$ cat src/rtl/mux_scan_sequencer.sv
// Scan sequencer for a 64-way mux: walks an inclusive, wrapping index range,
// drives the mux select, captures each selected word and streams it out with
// its index over a valid/ready interface.
module mux_scan_sequencer #(
    parameter int N      = 1,
    parameter int SETTLE = 0
) (
    input  logic         clk,
    input  logic         rst,
    input  logic         start,
    input  logic         abort,
    input  logic [5:0]   first,
    input  logic [5:0]   last,
    output logic [5:0]   mux_sel,
    input  logic [N-1:0] mux_data,
    output logic [N-1:0] out_data,
    output logic [5:0]   out_index,
    output logic         out_valid,
    input  logic         out_ready,
    output logic         busy,
    output logic         done
);

    typedef enum logic [2:0] {
        S_IDLE   = 3'd0,
        S_SETTLE = 3'd1,
        S_SAMPLE = 3'd2,
        S_OUT    = 3'd3,
        S_DONE   = 3'd4
    } state_t;

    // State entered whenever a new select value is applied.
    localparam state_t     SEL_ENTRY   = (SETTLE > 0) ? S_SETTLE : S_SAMPLE;
    localparam logic [3:0] SETTLE_LAST = (SETTLE > 0) ? 4'(SETTLE - 1) : 4'd0;

    state_t         state_q, state_d;
    logic [5:0]     cur_q, cur_d;      // current index, doubles as the registered mux select
    logic [5:0]     last_q, last_d;
    logic [3:0]     cnt_q, cnt_d;
    logic [N-1:0]   data_q, data_d;
    logic [5:0]     idx_q, idx_d;
    logic           vld_q, vld_d;
    logic           busy_q, busy_d;
    logic           done_q, done_d;

    // Next-state and next-output logic; abort overrides all scan progress.
    always_comb begin
        state_d = state_q;
        cur_d   = cur_q;
        last_d  = last_q;
        cnt_d   = cnt_q;
        data_d  = data_q;
        idx_d   = idx_q;
        vld_d   = vld_q;

        if (abort && (state_q != S_IDLE)) begin
            state_d = S_IDLE;
            vld_d   = 1'b0;
            cnt_d   = 4'd0;
        end else begin
            case (state_q)
                S_IDLE: begin
                    if (start) begin
                        cur_d   = first;
                        last_d  = last;
                        cnt_d   = 4'd0;
                        state_d = SEL_ENTRY;
                    end
                end
                S_SETTLE: begin
                    if (cnt_q == SETTLE_LAST) begin
                        cnt_d   = 4'd0;
                        state_d = S_SAMPLE;
                    end else begin
                        cnt_d = cnt_q + 4'd1;
                    end
                end
                S_SAMPLE: begin
                    data_d  = mux_data;
                    idx_d   = cur_q;
                    vld_d   = 1'b1;
                    state_d = S_OUT;
                end
                S_OUT: begin
                    if (out_ready) begin
                        vld_d = 1'b0;
                        if (cur_q == last_q) begin
                            state_d = S_DONE;
                        end else begin
                            cur_d   = cur_q + 6'd1;
                            cnt_d   = 4'd0;
                            state_d = SEL_ENTRY;
                        end
                    end
                end
                S_DONE: begin
                    state_d = S_IDLE;
                end
                default: begin
                    state_d = S_IDLE;
                    vld_d   = 1'b0;
                end
            endcase
        end

        busy_d = (state_d != S_IDLE);
        done_d = (state_d == S_DONE);
    end

    // State and output registers with synchronous reset.
    always_ff @(posedge clk) begin
        if (rst) begin
            state_q <= S_IDLE;
            cur_q   <= 6'd0;
            last_q  <= 6'd0;
            cnt_q   <= 4'd0;
            data_q  <= '0;
            idx_q   <= 6'd0;
            vld_q   <= 1'b0;
            busy_q  <= 1'b0;
            done_q  <= 1'b0;
        end else begin
            state_q <= state_d;
            cur_q   <= cur_d;
            last_q  <= last_d;
            cnt_q   <= cnt_d;
            data_q  <= data_d;
            idx_q   <= idx_d;
            vld_q   <= vld_d;
            busy_q  <= busy_d;
            done_q  <= done_d;
        end
    end

    assign mux_sel   = cur_q;
    assign out_data  = data_q;
    assign out_index = idx_q;
    assign out_valid = vld_q;
    assign busy      = busy_q;
    assign done      = done_q;

endmodule

$ cat config.mk
export PLATFORM = sky130hd
export DESIGN_NAME = mux_scan_sequencer
export DESIGN_NICKNAME = d
export VERILOG_FILES = /design/src/rtl/mux_scan_sequencer.sv
export SDC_FILE = /design/constraint.sdc
export NUM_CORES = 1
export LEC_CHECK = 0
export CAP_MARGIN = 15
export CORE_AREA = 2 2 58 60
export DETAILED_ROUTE_END_ITERATION = 10
export DIE_AREA = 0 0 60 62
export PLACE_DENSITY = 0.77
export SETUP_SLACK_MARGIN = 0.05
export SYNTH_ARGS = -nofsm -noshare
export SYNTH_HDL_FRONTEND = slang
export SYNTH_SLANG_ARGS = --single-unit
$ cat constraint.sdc
create_clock -name clk -period 2.1 [get_ports clk]
set_clock_uncertainty 0.1 [all_clocks]
set_input_delay 0.63 -clock clk [delete_from_list [all_inputs] [get_ports clk]]
set_output_delay 0.63 -clock clk [all_outputs]
set_load 0.03 [all_outputs]
# Word-level counts from Yosys, hierarchy flattened

Cells that the tools add are included.

Output and inout port bits: 16
Word-level logic and storage cells: 53
Bits of input ports: 18
Register bits after elaboration: 29

Muxes and demuxes: 17
Equal/unequal tests: 9
Bitwise gates (word level): 2
$add $sub $neg: 2
Reductions and logical operators: 14

Operators with widths:

| cell                                           | number |
|---|---|
| 2-to-1 mux 6 bit                               | 3 |
| 2-to-1 mux 4 bit                               | 4 |
| 2-to-1 mux 3 bit                               | 5 |
| case mux 3 bit (4 select lines)                | 1 |
| case mux 4 bit (3 select lines)                | 1 |
| case mux 6 bit (2 select lines)                | 1 |
| nonzero test 3 bit                             | 3 |
| adder 6 x 1 -> 6 bit (second input constant)   | 1 |
| == test 3 x 2 -> 1 bit (second input constant) | 2 |
| == test 3 bit (second input constant)          | 2 |
| == test 6 bit                                  | 1 |
| != test 2 bit (second input constant)          | 3 |
| AND reduction 5 bit                            | 1 |
| adder 4 x 1 -> 4 bit (second input constant)   | 1 |
| logical NOT 4 bit                              | 1 |
| AND reduction 2 bit                            | 2 |
| AND reduction 4 bit                            | 1 |
| == test 3 x 1 -> 1 bit (second input constant) | 1 |
| logical NOT 3 bit                              | 1 |
| case mux 1 bit (3 select lines)                | 1 |
| AND reduction 3 bit                            | 1 |
| OR reduction 3 bit                             | 1 |
| NOT 1 bit                                      | 2 |
| nonzero test 2 bit                             | 1 |
| 3 further kinds                                | 3 |

# Logic depth before layout (Yosys ltp)

Gate-level depths: netlist (run 1).

Depth after elaboration: 6
Gate-level depth with buffers: 7
Gate-level depth less buffers: 7

# Least setup slack after synthesis (run 1)

No wires, ideal clock.

Path type: in2reg
Start point: input start
End point: register cur_q[3] (netlist: mux_sel[3])
Required time: 1.929 ns
Library setup time: 0.071 ns
Setup slack: 0.281 ns
Path buffers: 1
Stages: 6
Data arrival time: 1.649 ns
Cells stage by stage: or3b_1 > a21oi_2 > o31ai_2 > buf_6 > or2_1 > a21oi_1

Cells in the longest elaborated chain, start to end: 2

Ends and longest elaborated chain:

| what                                 | RTL line | source |
|---|---|---|
| start, declared                      | 10       | `input logic start,` |
| != test 2 bit (no source line)       | n/a      |  |
| AND reduction 5 bit (no source line) | n/a      |  |
| end signal, assigned                 | 124      | `cur_q <= cur_d;` |
| end, declared                        | 37       | `logic [5:0] cur_q, cur_d;` |

No other way between the ends.
A chain may end at the register's enable or synchronous reset.

# Worst setup path in the final report (run 1)

Start point: register cur_q[3] (netlist: mux_sel[3])
End point: output mux_sel[3]

RTL lines:

| what          | RTL line | source |
|---|---|---|
| end, declared | 14       | `output logic [5:0] mux_sel,` |

No word-level cell between the ends.

==> results of run 1 <==
[stage by stage]
step	util [%]	instance area, um^2
3_3_place_gp	60.06	1909
2_1_floorplan	-	1443
3_5_place_dp	60.06	1909
4_1_cts	61.04	1941
6_report	62.14	1976
5_1_grt	62.14	1976
[timing repair]
action / 4_1_cts / 5_1_grt
setup endpoints to repair: 16 / 5
pin swaps: 0 / 2
gates resized for setup: 16 / 10
[synthesized netlist by cell type, types with 2 or more instances]
master    number
buf_2          4
nand4_1        2
ha_1           3
xnor2_1        6
o32ai_1        3
a21oi_2        2
nand2_1       10
o21ai_0        7
dfxtp_1       29
inv_1          6
or2_2          2
a21oi_1       14
nor3_1         8
nor2_1        25
mux2i_1       14
nand2b_1       4
nor3b_1        3
nand3b_1       2
nand3_1        5
[logic make-up (layout without fill, tap and decap cells)]
group,count (synthesis),count (layout),share of synthesized area (%)
flops,29,29,40.24
simple gates,68,68,24.37
compound gates,32,32,14.40
mux,15,15,10.49
xor+xnor,6,6,3.643
buf+inv,13,61,4.249
fa+ha+maj,3,3,2.602
[worst max-delay path by stage]
stage / startpoint / to / slack [ns] / cells past startpoint
after floorplan: start / mux_sel[3] / 0.28 / 6
final: mux_sel[3] / mux_sel[3] / 0.12 / 1
after global placement: start / mux_sel[2] / -0.26 / 6
after CTS: start / mux_sel[2] / 0.05 / 6
after detailed placement: start / mux_sel[2] / -0.29 / 6
after global routing: mux_sel[0] / cnt_q[2] / 0.04 / 6
[sequential cells by signal, indices dropped and copies added, names as in the netlist]
register / cells
mux_sel: 6
out_data: 1
busy: 1
out_index: 6
last_q: 6
state_q: 3
out_valid: 1
done: 1
cnt_q: 4
[cell usage in the layout (no fill, tap or decap), types with 7 or more instances in the layout]
cell type / count
nor3_1: 8
nor2_1: 25
clkdlybuf4s50_1: 16
dfxtp_1: 29
buf_4: 13
nand2_1: 10
o21ai_0: 7
mux2i_1: 14
a21oi_1: 12
dlygate4sd2_1: 15
[per-layer routing]
layer  global-route usage, %  wire length [um]
met2                   34.94              1709
met5                       0                 0
met4                   7.937                34
met1                   23.51              1467
met3                   7.246               199
[final cells by class]
class                   instances  area [um^2]  share of cell area [%]
multi-input cells             124        837.1                   42.37
clock buffers                   6        41.29                   2.090
clock inverters                 2        10.01                  0.5067
inverters                       6        22.52                   1.140
well taps                      46        57.56                   2.913
flip-flops and latches         29        580.6                   29.39
repair buffers                 47        426.7                   21.60
[power by group]
part / internal (mW) / total [mW] / switching, mW
clock: 0.127 / 0.326 / 0.199
combinational: 0.159 / 0.334 / 0.175
sequential: 0.581 / 0.613 / 0.0323
total: 0.867 / 1.27 / 0.406
==> results.txt, run 1 <==
- The congestion estimate from routability-driven global placement came to 0.8271.
- The final hold violation count came to 0.
- Core area: 0.003179 mm^2
- Data required time at the worst endpoint: 1.37 ns
- Across the run, the number of max-cap violations was 0.
* Fin. max-slew vios: 0
- The worst hold path terminates at out_index[4].
* Worst-path clk slew: 0.09 ns
* Least setup slack across all paths after layout: 0.1239 ns
* Area enclosed by the die boundary: 0.003720 mm^2
- The flow ran to the end, and the final reports show no timing, DRC or antenna violations.
* Fraction of registers with async set/reset: 0%
* Layout Cells excl Fill: 260
- The H-tree was split into 2 levels.
* Average via count per standard cell: 5.208
- Clock root buffer master: clkbuf_4
* Max Fanout on Critical Path: 7
* Count of antenna diodes in the layout: 0
* Area of the mapped netlist: 0.001443 mm^2
- CTS saw 29 sinks.
- The completed layout was analyzed and its total power is 1.273 mW.
- The most used flip-flop cell after synthesis is dfxtp_1.
- Together, buffers and inverters on the worst path number 1.
- Chip height: 62 um
* Hold Worst Slack: 0.3979 ns
- Fraction of layout cells with a size suffix above 1: 16.36%
* Number of placed instances with taps included: 252
- Final worst-path cycle share: 94.10%
* Average wire per cell in the routed design: 13.12 um
* Top cells by area in the synthesized netlist: dfxtp_1 40%, mux2i_1 9.7%, nor2_1 6.5%
* Cts-stage hold buffer count: 0
- The worst register-to-register path ends at mux_sel[0].
- Measured in cells, the most critical reg-to-reg path has a length of 6.
* Number of synthesized flops with an enable pin: 0
* Setup crit start kind: flip-flop
- In the routed design, unresolved DRC markers number 0.
- Syn-to-layout area delta: 36.95%
- The largest single stage delay on the critical path is 0.48 ns.
- Post-CTS Setup Bufs: 0
- OpenSTA, run right after detailed placement, puts the worst setup slack at -0.2946 ns.
* Hold Startpoint: out_index[4]
* Synthesis warning total: 0
* Violation count after the first detailed-route iteration: 71
- Worst r2r src: mux_sel[3]
- The routed layout has 1354 vias.
- Class of the tightest hold or removal check: reg -> reg
- CTS max path bufs: 2
- The slowest stage of the critical path belongs to the cell dfxtp_1.
* NumNets Final: 234
- Cell count after synthesis: 166
* Post-synth top area cell: dfxtp_1
* Transition time at the pin with the least slew margin: 0.6479 ns
- Unrepaired setup endpoints after global routing: yes
- During I/O placement, the number of pins put on the boundary was 34.
* Highest ir drop seen on vdd: 0.3328 mV
- Slack of the worst reg-to-reg path: 0.21 ns
- Summed over all layers, the global routing overflow is 0.
- The number of nets handed over by synthesis was 187.
- TritonCTS clock tree: yes
- Setup violations remaining at the end of the flow were counted as 0.
* Cell count of the worst hold path: 2
- Starting Density: 45.38%
* Filler cell count in the final layout: 287
- In the final timing run, aggregate negative setup slack is 0 ns.
- Register bit count reported by yosys: 29
* FP Rows: 21
* Remaining max-slew budget at the tightest pin: 56.48%
* Clock insertion delay at the later pin of the skew report: 0.33 ns
- The first TritonRoute pass finished after 4 iterations.
- The routed design has 3411 um of wire.
* Total of buffers placed on input and output ports: 33
* Crit Path Category: reg -> out
* Data arrival at the endpoint of the critical path: 1.25 ns
- Sequential fraction of the synthesis area: 40.24%
- The via count of the first global-routing pass was 1305.
* Clock buffers created by TritonCTS: 5
* Wire length of the first global-routing pass: 5602 um
- Minimum clock period after layout: 1.976 ns
* Maximum achievable frequency: 506.1 MHz
* Top-area cell type share of the netlist area: 40.24%
- Average cell area after synthesis: 8.691 um^2
* Family with the most delay on the worst path: flip-flops
* Detailed Place HPWL: 2496 um
- Largest net degree at the start of global routing: 23
- The initial antenna violation count is 0.
* Worst-path cell chain: dlygate4sd2_1
* Total global routing track utilization: 20.44%
* LEAKAGE: 0.7971 nW
* Number of unique standard cell types used by synthesis: 36
* Type of destination of the critical path: output pin
- Cell area power density: 644.3 mW/mm^2
- Die width: 60 um
- The count of nets left with antenna violations once routing finished came out at 0.
No activity file was read; power rests on OpenSTA's default activity.
==> run 2, diff against run 1 <==
--- a/config.mk
+++ b/config.mk
@@ -6,10 +6,11 @@
 export NUM_CORES = 1
 export LEC_CHECK = 0
 export CAP_MARGIN = 15
-export CORE_AREA = 2 2 58 60
+export CORE_AREA = 2 2 66 52
 export DETAILED_ROUTE_END_ITERATION = 10
-export DIE_AREA = 0 0 60 62
-export PLACE_DENSITY = 0.77
+export DIE_AREA = 0 0 68 54
+export PLACE_DENSITY = 0.78
+export REMOVE_ABC_BUFFERS = 1
 export SETUP_SLACK_MARGIN = 0.05
 export SYNTH_ARGS = -nofsm -noshare
 export SYNTH_HDL_FRONTEND = slang
==> results.txt, run 2 (synthesized netlist as in run 1, its figures left out) <==
- The data arrival at the endpoint of the critical path came to 1.27 ns (+0.02 ns).
* Total power: 1.419 mW (+11%)
- Wire length of the first global-routing pass: 5782 um (+3.2%)
* Maximum achievable frequency: 499.2 MHz (-1.4%)
* Starting Density: 46.42% (+1.0 points)
- The insertion delay to the later sink of the worst-skew pair came to 0.28 ns (-0.05 ns).
- Total setup violations reported at the end of the flow: 0 (unchanged)
- Data required time at the worst endpoint: 1.37 ns (about the same)
- Setup crit start kind: flip-flop
* Family with the most delay on the worst path: buffers and inverters
- Hold Worst Slack: 0.3952 ns (-0.002714 ns)
- The critical path in this run is classified as reg -> out.
- Overall via count from detail_route: 1391 (+2.7%)
- Filler cell count in the final layout: 255 (-11%)
* Worst r2r src: mux_sel[2]
* Run status: finished clean
- In this run the clock root is driven by a clkbuf_8.
- Total of buffers placed on input and output ports: 33 (unchanged)
- CTS Sinks: 29 (unchanged)
- The post-route antenna net violation count was 0 (unchanged).
- For this design, the slowest cell found on the critical path is clkdlybuf4s50_1.
* Count of antenna diodes in the layout: 0 (unchanged)
* CTS max path bufs: 2 (unchanged)
- The slew at the pin closest to its max-slew limit came to 0.5455 ns (-0.1023 ns).
- Multi-input combinational cell area: 815.8 um^2 (-2.5%)
- Slack of the worst reg-to-reg path: 0.21 ns (about the same)
- Cell area power density: 698.0 mW/mm^2 (+8.3%)
* Detailed Place HPWL: 2641 um (+5.8%)
* Area enclosed by the die boundary: 0.003672 mm^2 (-1.3%)
- The global-route total usage across every layer came to 22.27% (+1.8 points).
- Walking the worst path, the cells encountered are clkdlybuf4s50_1.
* Remaining max-slew budget at the tightest pin: 63.35% (+6.9 points)
* NumNets Final: 235 (+0.43%)
* Average wire per cell in the routed design: 14.05 um (+7.1%)
* TritonCTS clock tree: yes
- The via count of the first global-routing pass came to 1295 (-0.77%).
- The fraction of layout instances using a drive strength above 1 was 14.95% (-1.4 points).
- Fin. max-slew vios: 0 (unchanged)
- Clock buffers created by TritonCTS: 5 (unchanged)
* Count of maximum capacitance violations: 0 (unchanged)
- Worst-path clk slew: 0.06 ns (-0.03 ns)
- Total congestion overflow: 0 (unchanged)
* Class of the tightest hold or removal check: reg -> reg
- The floorplan die height is 54 um (-13%).
* Die width: 68 um (+13%)
- Endpoint of the most critical register-to-register path: cnt_q[2]
- The buffer and inverter count on the worst path was 1 (unchanged).
- Finished layout cell area: 0.002033 mm^2 (+2.9%)
- Final GP Congestion: 0.8631 (+4.4%)
- Leaving out fill and tap cells, the most frequent cell in the layout is dfxtp_1.
* Cts-stage hold buffer count: 0 (unchanged)
- The library cells used most frequently in the layout, excluding fill and tap cells, are 28 x dfxtp_1, 25 x nor2_1, 19 x clkdlybuf4s50_1, 14 x mux2i_1.
- Hold Startpoint: out_index[4]
- Minimum clock period after layout: 2.003 ns (+0.02730 ns)
- The final hold violation count was 0 (unchanged).
- Reg area: 581.8 um^2 (+0.22%)
* Highest ir drop seen on vdd: 0.4212 mV (+27%)
* Max H-tree Level: 2 (unchanged)
* Final worst-path cycle share: 95.40% (+1.3 points)
- FP Rows: 18 (-14%)
- The final core area utilization came to 65.42% (+3.3 points).
- The leakage power total is 0.8895 nW (+12%).
* Worst hold path endpoint: out_index[4]
* Detailed-router iteration count before antenna repair: 5 (+1)
- Layout Cells excl Fill: 254 (-2.3%)
- Final routed DRC violation total: 0 (unchanged)
* Least setup slack across all paths after layout: 0.09662 ns (-0.02730 ns)
* Total Routed Length: 3569 um (+4.6%)
* Placement Cell Area: 0.001922 mm^2 (+0.66%)
* Type of destination of the critical path: output pin
- Setup repair after global routing could not meet its margin everywhere.
- Post-CTS Setup Bufs: 0 (unchanged)
* Syn-to-layout area delta: 40.94%
- Core area: 0.003108 mm^2 (-2.2%)
- Violation count after the first detailed-route iteration: 80 (+13%)
- Number of placed instances with taps included: 247 (-2.0%)
- The final sum of negative setup slack is 0 ns (unchanged).
- Worst-case setup slack after placement: -0.3205 ns (-0.02593 ns)
* Max Fanout on Critical Path: 2 (-5)
* Average via count per standard cell: 5.476 (+5.2%)
- Largest net degree at the start of global routing: 25 (+8.7%)
* # IOs: 34 (unchanged)
- Cell count of the worst hold path: 2 (unchanged)
- Depth of the worst register-to-register path: 6 (unchanged)
- The delay of the slowest critical-path stage was 0.67 ns (+0.19 ns).
- The initial antenna violation count was 0 (unchanged).
==> run 2: cell types whose count changed in the layout (fill, tap and decap cells not counted), sizes merged <==
cell | before | now
clkdlybuf4s50 | 16 | 19
buf | 14 | 15
clkinv | 2 | 0
dlymetal6s2s | 1 | 7
dlygate4sd2 | 15 | 7
==> run 2: per-layer routing <==
layer  vias to the layer above  track usage (%)  part of all wire, %
met5                         -                0                    0
met4                         0            8.000                  1.2
met3                         4            9.414                  5.9
met2                        49            36.25                   48
met1                       661            26.37                   44
li1                        677                -                    -
==> run 2: repair_timing <==
action                     CTS  global route
pin swaps                    1             0
setup endpoints to repair   10             9
resized for setup           10             8
==> run 2: worst max-delay path by stage <==
| stage | from | end | slack (ns) | depth (start not counted) |
|---|---|---|---|---|
| 4_1_cts | out_valid | out_valid | 0.06 | 1 |
| 3_5_place_dp | start | mux_sel[2] | -0.32 | 6 |
| 3_3_place_gp | start | mux_sel[2] | -0.24 | 6 |
| 5_1_grt | mux_sel[2] | cnt_q[2] | 0.04 | 6 |
| 2_1_floorplan | state_q[0] | mux_sel[1] | 0.1 | 4 |
| 6_report | out_index[2] | out_index[2] | 0.1 | 1 |
==> run 2: report_power, final <==
| group | leakage (nW) | internal, mW | switching [mW] |
|---|---|---|---|
| Clock | 0.0443 | 0.259 | 0.203 |
| Sequential | 0.237 | 0.582 | 0.0322 |
| Combinational | 0.608 | 0.164 | 0.179 |
| Total | 0.889 | 1.01 | 0.414 |
==> run 2: layout make-up <==
| cell class | instances | share of cell area (%) |
|---|---|---|
| timing repair buffer | 48 | 23.45 |
| sequential | 29 | 28.62 |
| tap | 40 | 2.462 |
| clock buffer | 7 | 4.246 |
| multi-input combinational | 124 | 40.12 |
| inverter | 6 | 1.108 |
